[src/rtl/if_id_stage.sv]
// IF/ID pipeline register with a one-entry skid buffer so a fetch already in
// flight when ID stalls is captured instead of lost; also counts stalled ID cycles.
module if_id_stage (
  input  logic        clk,
  input  logic        resetn,
  input  logic        IF_ID_reg_stall,
  input  logic        flush_IF_ID,
  input  logic        valid_IF,
  input  logic [31:0] pc_IF,
  input  logic [31:0] inst_sram_rdata,
  input  logic        adel_IF,
  output logic        ready_IF,
  output logic        valid_ID,
  output logic [31:0] pc_ID,
  output logic [31:0] inst_ID,
  output logic        adel_ID,
  output logic [31:0] stall_cnt
);

  localparam int unsigned XLEN = 32;

  typedef struct packed {
    logic [XLEN-1:0] pc;
    logic [XLEN-1:0] inst;
    logic            adel;
  } entry_t;

  // Bit 0 is "ID valid", bit 1 is "skid valid"; 2'b10 is unreachable.
  typedef enum logic [1:0] {
    S_EMPTY = 2'b00,
    S_ONE   = 2'b01,
    S_TWO   = 2'b11
  } state_e;

  localparam logic [XLEN-1:0] CNT_MAX = '1;

  state_e          state_q, state_d;
  entry_t          id_q, id_d;
  entry_t          skid_q, skid_d;
  logic [XLEN-1:0] stall_cnt_q, stall_cnt_d;
  entry_t          fetch;
  logic            skid_valid;

  assign fetch = '{pc: pc_IF, inst: inst_sram_rdata, adel: adel_IF};

  // State and payload registers
  always_ff @(posedge clk or negedge resetn) begin
    if (!resetn) begin
      state_q     <= S_EMPTY;
      id_q        <= '0;
      skid_q      <= '0;
      stall_cnt_q <= '0;
    end else begin
      state_q     <= state_d;
      id_q        <= id_d;
      skid_q      <= skid_d;
      stall_cnt_q <= stall_cnt_d;
    end
  end

  // Next state: flush beats stall, stall holds a live ID and parks a fetch in the skid
  always_comb begin
    state_d     = state_q;
    id_d        = id_q;
    skid_d      = skid_q;
    stall_cnt_d = stall_cnt_q;

    if (!flush_IF_ID && IF_ID_reg_stall && state_q[0] && (stall_cnt_q != CNT_MAX)) begin
      stall_cnt_d = stall_cnt_q + XLEN'(1);
    end

    if (flush_IF_ID) begin
      state_d = S_EMPTY;
    end else if (!IF_ID_reg_stall) begin
      if (state_q == S_TWO) begin
        id_d    = skid_q;
        state_d = S_ONE;
      end else if (valid_IF) begin
        id_d    = fetch;
        state_d = S_ONE;
      end else begin
        state_d = S_EMPTY;
      end
    end else begin
      unique case (state_q)
        S_EMPTY: begin
          if (valid_IF) begin
            id_d    = fetch;
            state_d = S_ONE;
          end
        end
        S_ONE: begin
          if (valid_IF) begin
            skid_d  = fetch;
            state_d = S_TWO;
          end
        end
        default: ;
      endcase
    end
  end

  assign skid_valid = state_q[1];
  assign ready_IF   = ~IF_ID_reg_stall & ~skid_valid;
  assign valid_ID   = state_q[0];
  assign pc_ID      = id_q.pc;
  assign inst_ID    = id_q.inst;
  assign adel_ID    = id_q.adel;
  assign stall_cnt  = stall_cnt_q;

endmodule

[config.mk]
export PLATFORM = sky130hd
export DESIGN_NAME = if_id_stage
export DESIGN_NICKNAME = d
export VERILOG_FILES = /design/src/rtl/if_id_stage.sv
export SDC_FILE = /design/constraint.sdc
export NUM_CORES = 1
export LEC_CHECK = 0
export ABC_CLOCK_PERIOD_IN_PS = 4000
export CAP_MARGIN = 20
export CORE_MARGIN = 8
export CORE_UTILIZATION = 55
export CTS_BUF_LIST = sky130_fd_sc_hd__clkbuf_8
export DETAILED_ROUTE_END_ITERATION = 8
export HOLD_SLACK_MARGIN = 0.05
export PLACE_DENSITY = 0.88
export SYNTH_ARGS = -nofsm -noshare
export SYNTH_HDL_FRONTEND = slang
export SYNTH_SLANG_ARGS = --single-unit
[constraint.sdc]
create_clock -name clk -period 4 [get_ports clk]
set_input_delay 0.6 -clock clk [delete_from_list [all_inputs] [get_ports clk]]
set_output_delay 0.6 -clock clk [all_outputs]
set_load 0.02 [all_outputs]
==> reports/metrics.csv, run 1 <==
metric;value;unit
Total GRT Usage;0.228;
Starting Density;0.565;
die outline height;127;um
number of detailed-route iterations in the first pass;5;
die area;16100;sq um
WP buf/inv;2;
dpl ws;1100;ps
Hold Worst Slack;208;ps
startpoint types;input port;
Worst Setup End Kind;primary output;
WP data required;3400;ps
max-slew violation count;0;
LEAKAGE;3.78;nW
core area;12000;sq um
Hold-fix buffers, CTS;0;
Post-DP Area;8590;sq um
critical path arrival;1870;ps
Max Clock Freq;0.404;GHz
DR vias;5341;
Die X;127;um
H-Tree Depth;4;
Hold Fails Final Rpt;0;
top post-synthesis cells by area;dfrtp_1 61%, mux2_2 11%, o22ai_1 6.0%;
ys async rst share;1.00;
fraction of layout instances using a drive strength above 1;0.147;
final period utilization;0.618;
initial antenna violation count;0;
Tmin final;2470;ps
final worst slack;1530;ps
# diodes;0;
RSZ-0062 raised after global routing;no;
synth warn;0;
mean post-synth cell area;11.6;sq um
global placement routability congestion;0.899;
Cells after Synth;585;
power per cell area;475;nW/um^2
IO Port Bufs;168;
prevailing post-synth register cell;dfrtp_1;
number of CTS-inserted buffers;17;
mapped cell area;6780;sq um
antenna viol nets, final;0;
vias per cell;5.93;
worst IR drop on VDD;0.293;mV
Reg clk slew, reported paths;80;ps
clk_skew;9.84;ps
Mapped Nets;656;
first-pass GRT wire length;29500;um
max-cap viol count;0;
Post-synth EDFFs;0;
cell row count;40;
status;finished, final reports clean;
Remaining Overflow, GRT;0;
Final nets;815;
most common cell after layout, fill and taps aside;clkdlybuf4s50_1;
Root Buffer;clkbuf_8;
post-route cell area;8970;sq um
post-DP HPWL;12700;um
worst rel slew slack;0.448;
#FFs+latches synth;164;
largest area contributor in the netlist;dfrtp_1;
Largest stage delay, worst path;620;ps
P&R area growth vs syn;32.2;%
Clock Tree Buf Depth;2;
io pins;169;
vias in the first global route;5753;
Setup Crit Path Kind;input port to primary output;
# DRC;0;
crit-path leading delay family;buffers and inverters;
Post-CTS Setup Bufs;0;
Worst path slowest cell;clkdlybuf4s50_1;
CTS tree;built;
most frequent cells in the layout;167 x clkdlybuf4s50_1, 164 x dfrtp_1, 77 x nor2_1;
post-CTS sizing;0;
initial drt markers;430;
drt total wl;18200;um
CP Cell Sequence;clkdlybuf4s50_1, nor2_1, clkdlybuf4s50_1;
worst-path maximum fanout;6;
Crit path top cell by count;clkdlybuf4s50_1;
final core occ;0.747;
pin count of the biggest net entering global routing;88;
post-synth top area share;0.605;
setup violators final;0;
sequential share of the synthesized area;0.605;
Netlist cell types;39;
setup_tns;0;ps
Slew @ Worst Pin;827;ps
routed length per instance;20.2;um
CTS Sinks;164;
clk_lat worst skew;440;ps
Hold WC Path Type;input port to asynchronous set/reset pin;
[metal layers]
metal / GRT usage / vias to the layer above / part of all wire
met5: 0 / - / 0
met4: 0.0924 / 0 / 0.019
met3: 0.0799 / 36 / 0.079
met2: 0.375 / 217 / 0.50
met1: 0.268 / 2684 / 0.40
li1: - / 2404 / -
[layout make-up]
| type | count | area [sq um] |
|---|---|---|
| flip-flops and latches | 164 | 4100 |
| fillers | 794 | 3040 |
| multi-input cells | 378 | 2520 |
| repair buffers | 179 | 1770 |
| clock buffers | 21 | 289 |
| well taps | 147 | 184 |
| clock inverters | 8 | 87.6 |
| inverters | 4 | 15.0 |
[Yosys cell counts, types with 9 or more instances]
cell type	n
nand2_1	14
buf_1	10
nor2_1	78
xnor2_1	12
dfrtp_1	164
a21oi_1	65
clkbuf_1	22
xor2_1	19
nor3_1	10
nand4_1	9
mux2_2	65
o22ai_1	65
[worst paths after layout]
check / from / cells past startpoint / end / slack [ps]
worst min register to register: stall_cnt[28]$_DFFE_PN0P_ / 1 / stall_cnt[28]$_DFFE_PN0P_ / 500
worst max-delay path: IF_ID_reg_stall / 3 / ready_IF / 1530
max in group asynchronous: resetn / 2 / skid_q[55]$_DFFE_PN0P_ / 2900
worst max register to register: stall_cnt[11]$_DFFE_PN0P_ / 5 / stall_cnt[10]$_DFFE_PN0P_ / 1770
worst min-delay path: resetn / 1 / skid_q[22]$_DFFE_PN0P_ / 210
min in group clk: stall_cnt[28]$_DFFE_PN0P_ / 1 / stall_cnt[28]$_DFFE_PN0P_ / 500
[worst register-to-register path, stage by stage (launching register included)]
cell and delay [ps]:
dfrtp_1 460, nand4_1 250, or4_1 660, nor3_2 450, nor4_1 120, xor2_1 170
[through the flow]
step	power, mW	instances
6_report	4.26	901
5_1_grt	4.44	901
4_1_cts	4.28	901
2_1_floorplan	2.61	585
3_3_place_gp	3.07	872
3_5_place_dp	3.13	872
[kinds of logic (layout without fill, tap and decap cells)]
| group | after synthesis | in the layout | synth area share |
|---|---|---|---|
| compound gates | 139 | 139 | 0.118 |
| flops | 164 | 164 | 0.605 |
| mux | 66 | 66 | 0.110 |
| simple gates | 141 | 141 | 0.0981 |
| fa+ha+maj | 1 | 1 | 0.00184 |
| buf+inv | 43 | 212 | 0.0269 |
| xor+xnor | 31 | 31 | 0.0400 |
[where the power goes]
group | leakage [nW] | switching [mW] | total, mW | internal, mW
registers | 1.96 | 0.199 | 2.15 | 1.96
clock network | 0.205 | 0.555 | 1.16 | 0.601
logic | 1.61 | 0.459 | 0.951 | 0.492
total | 3.78 | 1.21 | 4.26 | 3.05
[sequential cells by signal, indices dropped and copies added, names as in the netlist]
register	cells
stall_cnt	32
pc_ID	32
state_q	2
inst_ID	32
skid_q	65
adel_ID	1
No activity file was read; power rests on OpenSTA's default activity.
==> run 2, diff against run 1 <==
==> config.mk (replaced) <==
export PLATFORM = sky130hd
export DESIGN_NAME = if_id_stage
export DESIGN_NICKNAME = d
export VERILOG_FILES = /design/src/rtl/if_id_stage.sv
export SDC_FILE = /design/constraint.sdc
export NUM_CORES = 1
export LEC_CHECK = 0
export ABC_CLOCK_PERIOD_IN_PS = 2200
export CAP_MARGIN = 20
export CORE_MARGIN = 8
export CORE_UTILIZATION = 46
export CTS_BUF_LIST = sky130_fd_sc_hd__clkbuf_8
export DETAILED_ROUTE_END_ITERATION = 8
export HOLD_SLACK_MARGIN = 0.05
export PLACE_DENSITY = 0.78
export SYNTH_ARGS = -nofsm -noshare
export SYNTH_HDL_FRONTEND = slang
export SYNTH_SLANG_ARGS = --single-unit
==> constraint.sdc (replaced) <==
create_clock -name clk -period 2.2 [get_ports clk]
set_input_delay 0.33 -clock clk [delete_from_list [all_inputs] [get_ports clk]]
set_output_delay 0.33 -clock clk [all_outputs]
set_load 0.02 [all_outputs]
==> run 2 against run 1 <==
Non-clock buffer count up 13. Wire length decreased by 2.6%. Sequential cell count is the same. Highest routed layer unchanged. Count of clock-buffer cells in the layout down 3. Final area rose by 3.8%. Via count fell by 0.84%. Clock skew is 2.6 ps lower. Critical path type is now flop to flop.
==> reports/metrics.csv, run 2 (synthesis results as in run 1) <==
metric;value;unit
most common cell after layout, fill and taps aside;clkdlybuf4s50_1;
fill cell count;1091;
Hold Fails Final Rpt;0;
worst-path maximum fanout;6;
most frequent cells in the layout;167 x clkdlybuf4s50_1, 157 x dfrtp_1, 77 x nor2_1;
capture point of the worst reg-to-reg path;stall_cnt[9]$_DFFE_PN0P_;
R2R Setup Slk;140;ps
antenna viol nets, final;0;
IO Port Bufs;168;
status;finished, final reports clean;
Biggest register;skid_q;
crit-path leading delay family;simple AND/OR/NAND/NOR gates;
clk_lat worst skew;450;ps
fraction of layout instances using a drive strength above 1;0.179;
H-Tree Depth;4;
CTS tree;built;
CP Depth;5;
routed length per instance;18.6;um
Largest stage delay, worst path;630;ps
Root Buffer;clkbuf_8;
core area;14500;sq um
drt total wl;17700;um
final period utilization;0.936;
CTS Sinks;164;
WP buf/inv;0;
WP data required;2520;ps
P&R area growth vs syn;37.3;%
reg2reg path depth;5;
setup violators final;0;
Total GRT Usage;0.190;
vias per cell;5.55;
GR Layer Usage met3;0.0609;
# DRC;0;
die outline height;137;um
worst rel slew slack;0.625;
number of detailed-route iterations in the first pass;4;
startpoint types;flop;
final core occ;0.643;
Remaining Overflow, GRT;0;
die area;18900;sq um
Setup Crit Path Kind;flop to flop;
Clock Tree Buf Depth;2;
initial antenna violation count;0;
Starting Density;0.468;
Non-Filler Instances;955;
worst IR drop on VDD;0.602;mV
DR vias;5296;
first-pass GRT wire length;28200;um
Die X;137;um
CP Cell Sequence;nand4_1, or4_1, nor3_2, nor4_1, xor2_1;
power per cell area;880;nW/um^2
Post-CTS Setup Bufs;0;
Tmin final;2060;ps
reg2reg start;stall_cnt[12]$_DFFE_PN0P_;
max-slew violation count;0;
post-DP HPWL;12400;um
initial drt markers;321;
Hold WC Path Type;input port to asynchronous set/reset pin;
Final nets;828;
number of CTS-inserted buffers;17;
io pins;169;
GR peak layer;met2;
clk_skew;7.20;ps
Max Clock Freq;0.485;GHz
max-cap viol count;0;
GR met1 Demand/Resource;0.229;
Worst path slowest cell;or4_1;
met2 Use GR;0.311;
pin count of the biggest net entering global routing;60;
LEAKAGE;3.89;nW
global placement routability congestion;0.847;
cell row count;44;
Worst Setup End Kind;flop;
placed cells;921;
critical path arrival;2380;ps
Reg clk slew, reported paths;80;ps
RSZ-0062 raised after global routing;no;
vias in the first global route;5522;
Total Power;8.19;mW
Slew @ Worst Pin;563;ps
max FFs per register;65;
==> run 2: cell types whose count changed in the layout (fill, tap and decap cells not counted), moves of 2 or more <==
| cell | before | now |
|---|---|---|
| buf_12 | 0 | 6 |
| buf_4 | 11 | 17 |
| bufinv_16 | 2 | 6 |
| clkbuf_8 | 21 | 18 |
| clkinv_2 | 1 | 4 |
| clkinv_4 | 0 | 2 |
| dfrtp_1 | 164 | 157 |
| dfrtp_2 | 0 | 7 |
| inv_1 | 8 | 4 |
==> run 2: timing repair <==
| action | CTS | global route |
|---|---|---|
| endpoints found under the setup margin | 0 | 1 |
| hold endpoints to repair | 57 | 0 |
| hold buffers | 1 | 0 |
| resized for setup | 0 | 1 |
==> run 2: through the flow <==
| stage | hold slack [ps] | area [sq um] | setup TNS [ps] | setup slack (ps) |
|---|---|---|---|---|
| floorplan | 34.4 | 6790 | 0 | 15.7 |
| global placement | 339 | 8810 | 0 | 28.4 |
| detailed placement | 350 | 8810 | -1.31 | -0.904 |
| CTS | 414 | 9300 | 0 | 161 |
| global route | 444 | 9310 | 0 | 80.2 |
| finish | 416 | 9310 | 0 | 140 |
==> run 2: how the worst max path moves through the flow <==
stage                               end  slack [ps]                 startpoint
3_3_place_gp     skid_q[17]$_DFFE_PN0P_          30            IF_ID_reg_stall
6_report       stall_cnt[9]$_DFFE_PN0P_         140  stall_cnt[12]$_DFFE_PN0P_
5_1_grt        stall_cnt[9]$_DFFE_PN0P_          80  stall_cnt[20]$_DFFE_PN0P_
4_1_cts                        ready_IF         160     state_q[1]$_DFFE_PN0P_
2_1_floorplan  stall_cnt[1]$_DFFE_PN0P_          20   stall_cnt[4]$_DFFE_PN0P_
3_5_place_dp     skid_q[50]$_DFFE_PN0P_        -0.9            IF_ID_reg_stall
==> run 2: layout make-up <==
cell class	instances	area [sq um]	area share
Sequential cell	164	4110	0.442
Clock inverter	14	233	0.0250
Timing Repair Buffer	192	1940	0.208
Clock buffer	18	248	0.0266
Tap cell	184	230	0.0247
Antenna cell	1	2.50	0.000269
Inverter	4	15.0	0.00161
Multi-Input combinational cell	378	2530	0.272
==> run 2: per-layer routing <==
metal	vias to the layer above	wire, um
li1	2433	-
met1	2658	7320
met2	173	8760
met3	32	1290
met4	0	371
met5	-	0
==> run 2: worst register-to-register path, stage by stage (launching register included) <==
cell and delay [ps]:
dfrtp_1 430, nand4_1 200, or4_1 630, nor3_2 400, nor4_1 110, xor2_1 160
==> run 2: power breakdown <==
group / switching (mW) / internal [mW] / total, mW
logic: 0.808 / 0.911 / 1.72
registers: 0.343 / 3.55 / 3.90
clock network: 1.09 / 1.49 / 2.58
